`config.mk`:
```
export PLATFORM = sky130hd
export DESIGN_NAME = serial_addsub
export DESIGN_NICKNAME = d
export VERILOG_FILES = /design/src/rtl/addsub_pkg.sv /design/src/rtl/fadder.sv /design/src/rtl/serial_addsub.sv
export SDC_FILE = /design/constraint.sdc
export NUM_CORES = 1
export LEC_CHECK = 0
export ABC_AREA = 1
export ABC_CLOCK_PERIOD_IN_PS = 2260
export BUFFER_PORTS_ARGS = -buffer_cell sky130_fd_sc_hd__buf_2
export CAP_MARGIN = 10
export CORE_MARGIN = 2
export CORE_UTILIZATION = 50
export DETAILED_ROUTE_END_ITERATION = 10
export PLACE_DENSITY = 0.74
export RECOVER_POWER = 50
export SLEW_MARGIN = 25
export SYNTH_ARGS = -nofsm -noshare
export SYNTH_HDL_FRONTEND = slang
export SYNTH_SLANG_ARGS = --single-unit
```
`constraint.sdc`:
```
create_clock -name clk -period 2.26 [get_ports clk]
set_clock_uncertainty 0.15 [all_clocks]
set_input_delay 0.226 -clock clk [delete_from_list [all_inputs] [get_ports clk]]
set_output_delay 0.226 -clock clk [all_outputs]
set_load 0.01 [all_outputs]
```
`src/rtl/addsub_pkg.sv`:
```
// ---------------------------------------------------------------------------
// addsub_pkg
// Shared definitions for the bit-serial adder/subtractor.
//   state_t  : control FSM encoding (IDLE, RUN, DONE)
//   MODE_ADD : value of 'sub' selecting a + b
//   MODE_SUB : value of 'sub' selecting a - b
// ---------------------------------------------------------------------------
package addsub_pkg;

  typedef enum logic [1:0] {
    IDLE = 2'd0,
    RUN  = 2'd1,
    DONE = 2'd2
  } state_t;

  localparam logic MODE_ADD = 1'b0;
  localparam logic MODE_SUB = 1'b1;

endpackage : addsub_pkg

```
`src/rtl/fadder.sv`:
```
// ---------------------------------------------------------------------------
// fadder
// Single-bit combinational full adder cell.
//   x, y  : operand bits
//   z     : carry in
//   sum   : x ^ y ^ z
//   carry : majority(x, y, z)
// ---------------------------------------------------------------------------
module fadder (
  output logic sum,
  output logic carry,
  input  logic x,
  input  logic y,
  input  logic z
);

  assign sum   = x ^ y ^ z;
  assign carry = (x & y) | (x & z) | (y & z);

endmodule : fadder

```
`src/rtl/serial_addsub.sv`:
```
// ---------------------------------------------------------------------------
// serial_addsub
// Bit-serial adder/subtractor. One full-adder cell plus a carry flip-flop
// processes two WIDTH-bit operands LSB first, one bit per clock.
//
// Parameters
//   WIDTH  : operand/result width, 2..64
//
// Ports
//   clk    : rising-edge clock
//   rst_n  : asynchronous active-low reset
//   start  : operation request, accepted only while ready is high
//   sub    : 0 = a + b, 1 = a - b (sampled with start)
//   a, b   : operands (sampled with start)
//   ready  : high in IDLE
//   busy   : high in RUN
//   done   : one-cycle pulse, result/cout/ovf valid
//   result : two's complement sum/difference, modulo 2^WIDTH
//   cout   : carry out of the MSB (subtract: 1 = no borrow)
//   ovf    : signed overflow
// ---------------------------------------------------------------------------
module serial_addsub
  import addsub_pkg::*;
#(
  parameter int WIDTH = 8
) (
  input  logic             clk,
  input  logic             rst_n,
  input  logic             start,
  input  logic             sub,
  input  logic [WIDTH-1:0] a,
  input  logic [WIDTH-1:0] b,
  output logic             ready,
  output logic             busy,
  output logic             done,
  output logic [WIDTH-1:0] result,
  output logic             cout,
  output logic             ovf
);

  localparam int CNT_W = $clog2(WIDTH);
  localparam logic [CNT_W-1:0] LAST_BIT = CNT_W'(WIDTH - 1);

  state_t           state;
  logic [WIDTH-1:0] sa;
  logic [WIDTH-1:0] sb;
  logic             carry_q;
  logic [CNT_W-1:0] cnt;

  logic bit_sum;
  logic bit_carry;

  // The only arithmetic in the design: one full adder fed by the LSBs of
  // both shift registers and the stored carry.
  fadder u_fadder (
    .sum   (bit_sum),
    .carry (bit_carry),
    .x     (sa[0]),
    .y     (sb[0]),
    .z     (carry_q)
  );

  // Control FSM and datapath in one block. Subtraction is a + ~b + 1: the
  // inverted B goes into SB and the +1 enters as the initial carry.
  // On the last bit, carry_q still holds the carry into the MSB while
  // bit_carry is the carry out of it; their XOR is the signed overflow.
  always_ff @(posedge clk or negedge rst_n) begin
    if (!rst_n) begin
      state   <= IDLE;
      ready   <= 1'b1;
      busy    <= 1'b0;
      done    <= 1'b0;
      result  <= '0;
      cout    <= 1'b0;
      ovf     <= 1'b0;
      sa      <= '0;
      sb      <= '0;
      carry_q <= 1'b0;
      cnt     <= '0;
    end else begin
      case (state)
        IDLE: begin
          if (start) begin
            sa      <= a;
            sb      <= (sub == MODE_SUB) ? ~b : b;
            carry_q <= (sub == MODE_SUB);
            cnt     <= '0;
            ready   <= 1'b0;
            busy    <= 1'b1;
            state   <= RUN;
          end
        end

        RUN: begin
          result  <= {bit_sum, result[WIDTH-1:1]};
          sa      <= {1'b0, sa[WIDTH-1:1]};
          sb      <= {1'b0, sb[WIDTH-1:1]};
          carry_q <= bit_carry;
          cnt     <= cnt + CNT_W'(1);
          if (cnt == LAST_BIT) begin
            cout  <= bit_carry;
            ovf   <= carry_q ^ bit_carry;
            busy  <= 1'b0;
            done  <= 1'b1;
            state <= DONE;
          end
        end

        DONE: begin
          done  <= 1'b0;
          ready <= 1'b1;
          state <= IDLE;
        end

        default: begin
          ready <= 1'b1;
          busy  <= 1'b0;
          done  <= 1'b0;
          state <= IDLE;
        end
      endcase
    end
  end

endmodule : serial_addsub
```
-- Yosys cells after proc, flatten, opt, wreduce, memory -nomap -nowiden
Cells that the tools add are included.
- $add $sub $neg: 1
- multipliers: 0
- div/mod/pow operators: 0
- order comparisons: 0
- eq/ne operators: 5
- shifts and indexed selects: 0
- muxes and demuxes: 19
- bitwise logic cells: 12
- reductions and logical operators: 8
- operators with widths (cell ; count):
    $pmux 8 s2 ; 2
    $mux 8 ; 3
    $reduce_and 2->1 ; 5
    $not 8->8 ; 1
    $pmux 1 s2 ; 3
    $pmux 3 s2 ; 1
    $mux 1 ; 5
    $mux 2 ; 2
    $ne 2x2->1 const B ; 2
    $pmux 2 s2 ; 1
    $add 3x1->3 const B ; 1
    $and 1x1->1 ; 3
    $eq 3x3->1 const B ; 1
    $mux 3 ; 1
    $not 1->1 ; 3
    $pmux 1 s3 ; 1
    $reduce_and 3->1 ; 1
    $xor 1x1->1 ; 3
    $eq 2x1->1 const B ; 1
    $eq 2x2->1 const B ; 1
    $logic_not 2->1 ; 1
    $or 1x1->1 ; 2
    $reduce_bool 2->1 ; 1
- register bits: 35
- latch bits: 0
- RAM bits: 0
- memory bits (read-only): 0
- input port bits: 20
- output and inout bits: 13
- word-level logic and storage cells: 56
- memories: 0

-- Longest topological paths before layout
- depth after elaboration: 4
- gate-level depth with buffers: 6

-- By module
Synthesis repeated with hierarchy kept, for this count alone.
- cells, all modules: 198
- area, all modules: 1649.1 µm²
- modules (own cells, without submodules) (module ; instances ; cells each ; area each (µm²) ; sequential area each (µm²)):
    serial_addsub ; 1 ; 197 ; 1629.1 ; 877.1
    fadder ; 1 ; 1 ; 20.0 ; 0.0

-- Least setup slack after synthesis
No wires, ideal clock.
- path type: register to register
- from: reg carry_q
- to: reg ovf
- setup time: 0.116 ns
- data arrival time: 1.122 ns
- required time: 1.994 ns
- slack: 0.872 ns
- stages on the path, launching flop included: 5
- period minus slack after synthesis: 1.388 ns
- cells stage by stage: dfrtp_1 > fa_1 > xor2_1 > nand2_1 > nand2_1
- cells in the longest elaborated chain, start to end: 4
- elaborated cells on any way between the ends: 5
- classes of those cells: bitwise (5)
- ends and longest elaborated chain (element ; line ; text):
    start, declared ; serial_addsub.sv:47 ; logic carry_q;
    start signal, assigned ; serial_addsub.sv:86 ; carry_q <= (sub == MODE_SUB);
    start signal, assigned ; serial_addsub.sv:98 ; carry_q <= bit_carry;
    $and 1x1->1 ; fadder.sv:18 ; assign carry = (x & y) | (x & z) | (y & z);
    $or 1x1->1 ; fadder.sv:18 ;
    $or 1x1->1 (*) ; fadder.sv:18 ;
    net bit_carry ; serial_addsub.sv:51 ; logic bit_carry;
    $xor 1x1->1 (*) ; serial_addsub.sv:102 ; ovf <= carry_q ^ bit_carry;
    end signal, assigned ; serial_addsub.sv:102 ;
    end, declared ; serial_addsub.sv:38 ; output logic ovf
Mark *: on every way through the listed nets, which the timed path passes. The rest lies on a longest branch.
A chain may end at the register's enable or synchronous reset.

-- Worst setup path after layout
- from: reg state[1]
- to: reg cout
- cells in the longest elaborated chain, start to end: 2
- ends and longest elaborated chain (element ; line ; text):
    start, declared ; serial_addsub.sv:44 ; state_t state;
    start signal, assigned ; serial_addsub.sv:69 ; state <= IDLE;
    start signal, assigned ; serial_addsub.sv:90 ; state <= RUN;
    start signal, assigned ; serial_addsub.sv:105 ; state <= DONE;
    $eq 2x1->1 ; serial_addsub.sv:81 ; case (state)
    $reduce_and 2->1 (no line) ; - ;
    end signal, assigned ; serial_addsub.sv:101 ; cout <= bit_carry;
    end, declared ; serial_addsub.sv:37 ; output logic cout,
Every way passes these cells.

==> qor.tcl <==
set qor(design_area_sq_um) 1921
set qor(route.met3.wl_microns) 156
set qor(rr_startpoint) {state[1]}
set qor(cp-start-kind) {register}
set qor(power.share.clock) 0.135
set qor(final.period_utilization) 0.7128
set qor(pwr-share-seq) 0.479
set qor(synthesis.nets) 221
set qor(tritoncts) {done}
set qor(async_flop_share) 1.000
set qor(area_of_the_mapped_netlist_sq_um) 1649
set qor(h-tree-depth) 2
set qor(placed_cells_incl_taps) 266
set qor(floorplan.die_area_sq_um) 3774
set qor(initial_antenna_violation_count) 0
set qor(initial_core_util) 0.5315
set qor(worst_hold_startpoint) {a[3]}
set qor(synthesis.instances) 198
set qor(finalSetupTns_ns) 0
set qor(critPathKind) {register to register}
set qor(stdcell_count) 279
set qor(boundaryPins) 33
set qor(vias) 1366
set qor(class_of_the_most_critical_hold_timing_path) {primary input to register}
set qor(run_status) {finished, final reports clean}
set qor(die_height_microns) 61.43
set qor(p_leak_nw) 1.035
set qor(postSynthAreaPerCell_sq_um) 8.329
set qor(whs_path_depth) 3
set qor(power-per-cell-area_nw_per_um2) 1144
set qor(dp_worst_setup_slack_ns) 0.7447
set qor(final_max_slew_viol_count) 0
set qor(share_comb_of_total_power) 0.385
set qor(track_usage) 0.2000
set qor(dr.pass1.iters) 4
set qor(post_detailed_route_drc_marker_count) 0
set qor(yosysUniqueCellTypes) 19
set qor(rsz0062_at_grt) {no}
set qor(p_int_mw) 1.323
set qor(post-synth-top-area-fraction) 0.5159
set qor(yosys-top-cells-area) {dfrtp_1, nand2_1, nand3_1}
set qor(power_switching_uw) 874.0
set qor(globalRouteOverflowTotal) 0
set qor(gp_routability_congestion) 0.8384
set qor(ys.warnings.count) 0
set qor(synth_seq_area_share) 0.5319
set qor(fp.coreArea_sq_um) 3103
set qor(timing.critical_path.arrival_ns) 1.69
set qor(detailroute.wirelength.met2_microns) 1411
set qor(synth_edf_count) 0
set qor(row_count) 20
set qor(layout.nets) 259
set qor(port-buffer-count) 32
set qor(timing.final.setup_violations) 0
set qor(netlist.top_cell.by_area) {dfrtp_1}
set qor(synth-main-ff-cell) {dfrtp_1}
set qor(clock_latency_ns) 0.34
set qor(synth_seq_cells) 35
set qor(postLayoutSetupSlackWorst_ns) 0.6491
set qor(m1WireLength_microns) 1454
set qor(grt_pass1_vias) 1340
set qor(wl_per_cell_microns) 10.95
set qor(power_switching_share) 0.3979
set qor(total_power_mw) 2.197
set qor(final.hold.worst_slack_ns) 0.002063
set qor(library_cell_with_the_highest_instance_count_after_synthesis) {nand2_1}
set qor(max_cap_violations) 0
set qor(area.growth.synth_to_final_pct) 16.46
set qor(clk_pin_slew_worst_paths_ns) 0.09
set qor(grt_pass1_wl_microns) 5326
set qor(worst-r2r-setup-slack_ns) 0.65
set qor(worstMarginPinSlew_ns) 0.8132
set qor(r2r_end) {cout}
set qor(die_w_microns) 61.43
set qor(grt_start_max_net_pins) 36
set qor(initialDrtViolationCount) 60
set qor(cts.root.buffer_cell) {clkbuf_4}
set qor(period_minus_slack_ns) 1.611
set qor(worst_slew_margin_rel) 0.4579
set qor(max_freq_mhz) 620.8
set qor(worst_setup_end_kind) {register}
set qor(clk_path_buf_depth) 2
set qor(hold_viol) 0
set qor(setup.worst_path.start) {state[1]}
set qor(power.ir.vdd_worst_mv) 0.5147
set qor(antenna_cells) 0
set qor(crit_required_ns) 2.34
set qor(dp_hpwl_microns) 2069
set qor(final_util) 0.6190
set qor(drive_above_1_share) 0.1745
set qor(synth_commonest_cells) {nand2_1, nand3_1, dfrtp_1}
set qor(cts_inserted_buffers) 5
set qor(reg2regPathDepth) 6
set qor(detail-route-antenna-nets) 0
set qor(maxUsedRoutingLayer) {met4}
set qor(via_per_inst) 4.896
set qor(whs_endpoint) {sa[3]}
set qor(timing.critical_path.fanout_max) 31
set qor(placedInstanceArea_sq_um) 1813
set qor(clock_sinks) 35
set qor(drt_wl_total_microns) 3056
==> worst max-delay path, stage by stage, from the launching register on <==
cell and delay (ns):
dfrtp_1 0.41, inv_1 0.15, nand2_4 0.23, inv_4 0.29, nand2_1 0.13, nand2_1 0.08
nand2_1 0.05
==> placed cells by master (no fill, tap or decap), types with 2 or more instances in the layout <==
cell type	count
buf_2	28
clkbuf_4	5
nand3_1	43
xor2_1	2
o21ai_0	8
inv_1	13
buf_4	2
ha_1	2
nor2_1	6
nand2_1	73
dlygate4sd3_1	7
dfrtp_1	34
clkbuf_1	4
==> state kept, by name, summed over array words and instances, names as in the netlist <==
name / cells
cout: 1
done: 1
state: 2
ovf: 1
ready: 1
carry_q: 1
busy: 1
cnt: 3
sa: 8
sb: 8
result: 8
==> layout make-up <==
cell class	count	area (sq um)
tap	44	55.05
timing repair buffer	41	241.5
sequential	35	877.1
clock buffer	6	41.29
multi-input combinational	139	650.6
fill	299	1182
inverter	14	55.05
==> what timing repair did <==
action                                 in CTS  in global routing
buffers inserted                            0                  0
endpoints found under the hold margin      40                  0
resized for setup                           0                  0
hold buffers                                7                  0
==> worst max-delay path by stage <==
stage / slack, ns / to
after floorplan: 0.87 / ovf
after global placement: 0.76 / ovf
after detailed placement: 0.74 / cout
after CTS: 0.72 / cout
after global routing: 0.53 / cout
final: 0.65 / cout
==> logic make-up after synthesis <==
kind of cell	count (synthesis)	synth area share
AND/OR/NAND/NOR	125	0.3278
flip-flops	35	0.5319
buffers and inverters	24	0.07359
AO/OA/AOI/OAI	9	0.02883
adder cells (fa/ha/maj)	3	0.02731
XOR/XNOR	2	0.01062
==> metal layers <==
layer,global-route usage,up-vias
met3,0.05672,4
met5,0,-
met2,0.3374,34
met1,0.2293,624
li1,-,704
met4,0.1094,0
==> power by group through the flow <==
stage | Combinational (mW) | Sequential (mW) | Clock, mW
final | 0.846 | 1.05 | 0.297
after global placement | 0.839 | 1.06 | 0
after global routing | 0.998 | 1.08 | 0.333
after floorplan | 0.606 | 1.09 | 0
after CTS | 0.864 | 1.05 | 0.303
after detailed placement | 0.847 | 1.06 | 0
No activity file was read; power rests on OpenSTA's default activity.
